`src/rtl/burst_prio_arbiter_pkg.sv`:
```
// Shared types and helpers for the burst-locking fixed-priority arbiter.
// Holds the FSM state enum and the wait-counter width function.
package burst_prio_arbiter_pkg;

    typedef enum logic {
        IDLE   = 1'b0,
        LOCKED = 1'b1
    } state_e;

    // Aging disabled (max_wait=0) still needs a legal 1-bit counter vector.
    function automatic int cnt_width(input int max_wait);
        return (max_wait < 1) ? 1 : $clog2(max_wait + 1);
    endfunction

endpackage

```
`src/rtl/first_one_sel.sv`:
```
// Lowest-set-bit selector: one-hot of the lowest set bit plus an any-set flag.
module first_one_sel #(
    parameter int WIDTH = 4
) (
    input  logic [WIDTH-1:0] vec,
    output logic [WIDTH-1:0] onehot,
    output logic             any
);

    // Two's complement isolates the lowest set bit.
    assign onehot = vec & (~vec + WIDTH'(1));
    assign any    = |vec;

endmodule

```
`src/rtl/onehot_to_bin.sv`:
```
// One-hot (or zero) vector to binary index; all-zero input yields index 0.
module onehot_to_bin #(
    parameter int WIDTH = 4,
    parameter int IDX_W = $clog2(WIDTH)
) (
    input  logic [WIDTH-1:0] oh,
    output logic [IDX_W-1:0] bin
);

    always_comb begin
        bin = '0;
        for (int i = 0; i < WIDTH; i++) begin
            if (oh[i]) begin
                bin = bin | IDX_W'(i);
            end
        end
    end

endmodule

```
`src/rtl/burst_prio_arbiter.sv`:
```
// Fixed-priority arbiter with burst lock and wait-counter aging that shares one
// valid/ready resource port among NUM_REQ requesters.
module burst_prio_arbiter
    import burst_prio_arbiter_pkg::*;
#(
    parameter int  NUM_REQ  = 4,
    parameter int  MAX_WAIT = 7,
    localparam int CNT_W    = cnt_width(MAX_WAIT),
    localparam int IDX_W    = $clog2(NUM_REQ)
) (
    input  logic               clk_i,
    input  logic               rst_i,
    input  logic               flush_i,
    input  logic [NUM_REQ-1:0] req_i,
    input  logic [NUM_REQ-1:0] last_i,
    input  logic               ready_i,
    output logic [NUM_REQ-1:0] gnt_o,
    output logic               valid_o,
    output logic [IDX_W-1:0]   idx_o,
    output logic               locked_o,
    output logic               starve_o
);

    // Handshake: a beat transfers in any cycle where valid_o and ready_i are
    // both high; valid_o never depends on ready_i, and ready_i may toggle freely.

    localparam logic [CNT_W-1:0] MAX_CNT  = CNT_W'(MAX_WAIT);
    localparam bit               AGING_EN = (MAX_WAIT != 0);

    state_e             state_q;
    logic [IDX_W-1:0]   sel_q;
    logic [CNT_W-1:0]   cnt_q [NUM_REQ];

    logic [NUM_REQ-1:0] aged;
    logic [NUM_REQ-1:0] aged_oh;
    logic [NUM_REQ-1:0] req_oh;
    logic [NUM_REQ-1:0] win_oh;
    logic [NUM_REQ-1:0] sel_oh;
    logic [IDX_W-1:0]   win_idx;
    logic               aged_any;
    logic               req_any;
    logic               xfer;

    always_comb begin
        aged = '0;
        for (int i = 0; i < NUM_REQ; i++) begin
            aged[i] = req_i[i] & AGING_EN & (cnt_q[i] == MAX_CNT);
        end
    end

    first_one_sel #(.WIDTH(NUM_REQ)) u_aged_sel (
        .vec    (aged),
        .onehot (aged_oh),
        .any    (aged_any)
    );

    first_one_sel #(.WIDTH(NUM_REQ)) u_req_sel (
        .vec    (req_i),
        .onehot (req_oh),
        .any    (req_any)
    );

    // Promoted requesters outrank plain fixed priority.
    assign win_oh = aged_any ? aged_oh : req_oh;

    onehot_to_bin #(.WIDTH(NUM_REQ), .IDX_W(IDX_W)) u_win_bin (
        .oh  (win_oh),
        .bin (win_idx)
    );

    assign sel_oh = NUM_REQ'(1) << sel_q;

    always_comb begin
        if (state_q == LOCKED) begin
            gnt_o    = sel_oh;
            valid_o  = req_i[sel_q];
            idx_o    = sel_q;
            starve_o = 1'b0;
        end else begin
            gnt_o    = win_oh;
            valid_o  = req_any;
            idx_o    = win_idx;
            starve_o = aged_any;
        end
    end

    assign xfer     = valid_o & ready_i;
    assign locked_o = (state_q == LOCKED);

    always_ff @(posedge clk_i) begin
        if (rst_i || flush_i) begin
            state_q <= IDLE;
            sel_q   <= '0;
        end else begin
            case (state_q)
                IDLE: begin
                    if (xfer && !last_i[win_idx]) begin
                        state_q <= LOCKED;
                        sel_q   <= win_idx;
                    end
                end
                LOCKED: begin
                    // Release only; re-arbitration happens in the next IDLE cycle.
                    if (xfer && last_i[sel_q]) begin
                        state_q <= IDLE;
                    end
                end
                default: begin
                    state_q <= IDLE;
                end
            endcase
        end
    end

    // Counters run in both states; a lock is never preempted, promotion only
    // matters at the next IDLE arbitration.
    always_ff @(posedge clk_i) begin
        for (int i = 0; i < NUM_REQ; i++) begin
            if (rst_i || flush_i) begin
                cnt_q[i] <= '0;
            end else if (!req_i[i] || (xfer && gnt_o[i])) begin
                cnt_q[i] <= '0;
            end else if (cnt_q[i] != MAX_CNT) begin
                cnt_q[i] <= cnt_q[i] + CNT_W'(1);
            end
        end
    end

endmodule

```
`config.mk`:
```
export PLATFORM = sky130hd
export DESIGN_NAME = burst_prio_arbiter
export DESIGN_NICKNAME = d
export VERILOG_FILES = /design/src/rtl/burst_prio_arbiter_pkg.sv /design/src/rtl/first_one_sel.sv /design/src/rtl/onehot_to_bin.sv /design/src/rtl/burst_prio_arbiter.sv
export SDC_FILE = /design/constraint.sdc
export NUM_CORES = 1
export LEC_CHECK = 0
export CAP_MARGIN = 20
export CORE_MARGIN = 5
export CORE_UTILIZATION = 53
export CTS_BUF_LIST = sky130_fd_sc_hd__clkbuf_4 sky130_fd_sc_hd__clkbuf_8
export DETAILED_ROUTE_END_ITERATION = 7
export GPL_TIMING_DRIVEN = 0
export PLACE_DENSITY = 0.81
export SETUP_SLACK_MARGIN = 0.4
export SYNTH_ARGS = -nofsm -noshare
export SYNTH_HDL_FRONTEND = slang
export SYNTH_SLANG_ARGS = --single-unit
export TNS_END_PERCENT = 5
```
`constraint.sdc`:
```
create_clock -name clk_i -period 2.3 [get_ports clk_i]
set_input_delay 0.46 -clock clk_i [delete_from_list [all_inputs] [get_ports clk_i]]
set_output_delay 0.46 -clock clk_i [all_outputs]
set_load 0.03 [all_outputs]
```
==> out/metrics.cfg <==
[power]
power.net_switching_uw = 191
power.clock.fraction_pct = 25.1
cellLeakagePower_nw = 0.686
intPower_uw = 448
gate_power_share_pct = 27.9
sw_frac_of_total_pct = 29.9
vdd_ir_drop_max_mv = 0.333
power.density_mw_per_mm2 = 378
power.share.sequential_pct = 47.0

[worst_setup_path]
critPathCaptureType = output pin
required_ns = 1.84
timing.critical_path.arrival_ns = 2.17
path_class = flip-flop to output pin
r2r_start = cnt_q[3][0]$_SDFFCE_PN0P_
critPathMaxFanout = 4
worstSetupStartpoint = cnt_q[3][0]$_SDFFCE_PN0P_
timing.critical_path.from_type = flip-flop

[timing]
fin_clk_skew_ns = 0.00196
finalSetupViolCount = 14
post_route_fraction_of_the_period_consumed_by_the_critical_path_pct = 114
worst_slew_pin_slew_ns = 0.683
timing.final.hold_violations = 0
timing_max_transition_violations_final = 0
final_worst_path_period_need_ns = 2.63
setup_ws_ns = -0.328
fin_worst_hold_slack_ns = 0.586
slew_headroom_pct = 54.3
tns_ns = -1.63
max_clock_freq_ghz = 0.381
rsz0062_at_grt = true

[floorplanning]
core_area_mm2 = 0.00198
num_rows = 16
dieWidth_um = 55.9
io-pin-count = 21
start_util_pct = 56.4
die-area_mm2 = 0.00313
dieHeight_um = 55.9

[synth]
ys_seq_elements = 15
synth_nets = 132
syn_avg_cell_area_um2 = 9.99
synth_xor_xnor_area_share_pct = 0
synth.largest_area_cell = edfxtp_1
synth_enable_flop_cells = 12
area_fraction_in_compound_gates_after_synthesis_pct = 15.7
synth_top_family_by_area = simple AND/OR/NAND/NOR gates
synth.mux.area_fraction_pct = 8.84
asyncSetResetFlopFracSynth_pct = 0
postSynthCellCount = 112
post_synth_main_area_contributors = edfxtp_1 32%, ha_1 8.9%, dfxtp_1 5.4%, mux4_2 4.0%, nand2_1 3.0%
synthesized_area_fraction_occupied_by_adder_cells_pct = 8.95
synth_most_common_cell = edfxtp_1
yosys.area_share.simple_pct = 23.2
post_synth_most_frequent_cells = 12 x edfxtp_1, 9 x nand2_1, 8 x ha_1, 7 x inv_1, 7 x nor2_1
mappedNetlistArea_mm2 = 0.00112
synthFlopType = edfxtp_1
yosysTopAreaCellShare_pct = 32.2
portion_of_the_post_synthesis_area_used_by_sequential_elements_pct = 37.6
synth_cell_types = 45
yosys_warnings = 0

[run_status]
violated_checks = setup timing
outcome = finished, violations left

[place]
placement.setup.worst_slack_ns = -0.842
hpwl_mm = 1.91
dp.cells = 157
port-buffer-count = 18
gp_congestion = 0.914

[clock_network]
cts-hold-fix-buffers = 0
clk_path_buf_depth = 2
cts_root_buf = clkbuf_4
clock_tree.htree_level_count = 1
clk_pin_slew_worst_setup_hold_paths_ns = 0.09
cts_buffers = 3
cts_tree = yes
clock_insertion_delay_worst_skew_ns = 0.30
cts.sink_count = 15

[routing]
drt-vias-per-instance = 6.22
via_count = 1132
drc_violation_count_after_routing = 0
drt_iter0_markers = 67
drtPass1Iterations = 4
routed_wirelength_mm = 3.48
ant_nets = 0
route.detailed.wl_per_inst_um = 19.1

[global_routing]
grt.total_usage_pct = 21.5
via_count_of_the_first_global_routing_pass = 1134
global_route.overflow_total = 0
largest_net_degree_at_the_start_of_global_routing = 11
first_pass_grt_wire_length_mm = 5.31
number_of_antenna_violations_at_the_first_check_in_global_routing = 0

[final_layout]
area_growth_syn_to_layout_pct = 51.1
num-fill-cells = 82
post_route_cells_drive_above_1_share_pct = 46.5
layout.nets = 176
antenna_cells_inserted = 0
instances_no_fill = 182

[hold_path]
worstHoldPathType = flip-flop to flip-flop
hold_start = cnt_q[1][0]$_SDFFCE_PN0P_

[job]
timing.max_cap.violations = 0

worst max-delay path: stages, from the launching register on:
cell and delay, ns:
edfxtp_1 0.42, ha_2 0.22, ha_4 0.18, and2_4 0.14
o211ai_1 0.31, nand2_1 0.16, mux2_4 0.30, buf_6 0.14
power groups by stage:
stage               clock, mW  sequential, mW  combinational [mW]
finish                  0.160           0.300               0.178
global route            0.173           0.301               0.187
CTS                     0.161           0.299               0.161
detailed placement          0           0.306               0.128
global placement            0           0.305               0.126
floorplan                   0           0.306              0.0783
area by class of cell:
| class | count | area, um2 | area share, % |
|---|---|---|---|
| clock inverter | 1 | 5.00 | 0.296 |
| clock buffer | 3 | 22.5 | 1.33 |
| inverter | 8 | 30.0 | 1.78 |
| timing repair buffer | 39 | 363 | 21.5 |
| tap | 27 | 33.8 | 2.00 |
| buffer | 6 | 47.5 | 2.81 |
| multi-input combinational | 83 | 768 | 45.4 |
| sequential | 15 | 420 | 24.9 |
layer usage:
layer,track usage [%],vias to the layer above,wire length (um)
met4,10.8,0,178
li1,-,510,-
met3,5.10,25,255
met2,35.3,71,1670
met5,0,-,0
met1,26.0,526,1380
final timing paths:
kind / endpoint / slack, ns / cells after the start
hold reg to reg: cnt_q[1][0]$_SDFFCE_PN0P_ / 0.59 / 1
hold / removal: cnt_q[1][0]$_SDFFCE_PN0P_ / 0.59 / 1
setup / recovery: idx_o[0] / -0.33 / 7
setup reg to reg: sel_q[0]$_SDFFE_PN0P_ / -0.23 / 15
flip-flops by register name, indices dropped and copies added, names as in the netlist:
register  flops
sel_q         2
locked_o      1
cnt_q        12
placed cells by master (no fill, tap or decap), types with 4 or more instances in the layout:
| cell type | instances |
|---|---|
| edfxtp_1 | 12 |
| and2_1 | 4 |
| buf_6 | 15 |
| nor2_1 | 6 |
| inv_1 | 7 |
| clkdlybuf4s50_1 | 7 |
| buf_4 | 16 |
| ha_2 | 4 |
| nand3_1 | 5 |
| a21oi_1 | 4 |
| nand2_1 | 8 |
timing repair:
action / CTS / global route
gates resized for setup: 76 / 7
pin swaps: 16 / 12
buffers inserted: 19 / 2
endpoints found under the setup margin: 36 / 35
through the flow:
| stage | instance area (um2) | total power [mW] | utilization, % |
|---|---|---|---|
| finish | 1690 | 0.638 | 85.3 |
| global route | 1690 | 0.660 | 85.3 |
| floorplan | 1170 | 0.384 | - |
| global placement | 1390 | 0.431 | 70.1 |
| CTS | 1640 | 0.622 | 82.6 |
| detailed placement | 1390 | 0.434 | 70.1 |
kinds of logic after synthesis:
group,count (synthesis)
flops,15
compound gates,24
buf+inv,14
simple gates,45
fa+ha+maj,8
mux,6
Power figures use the tool's default switching activity.
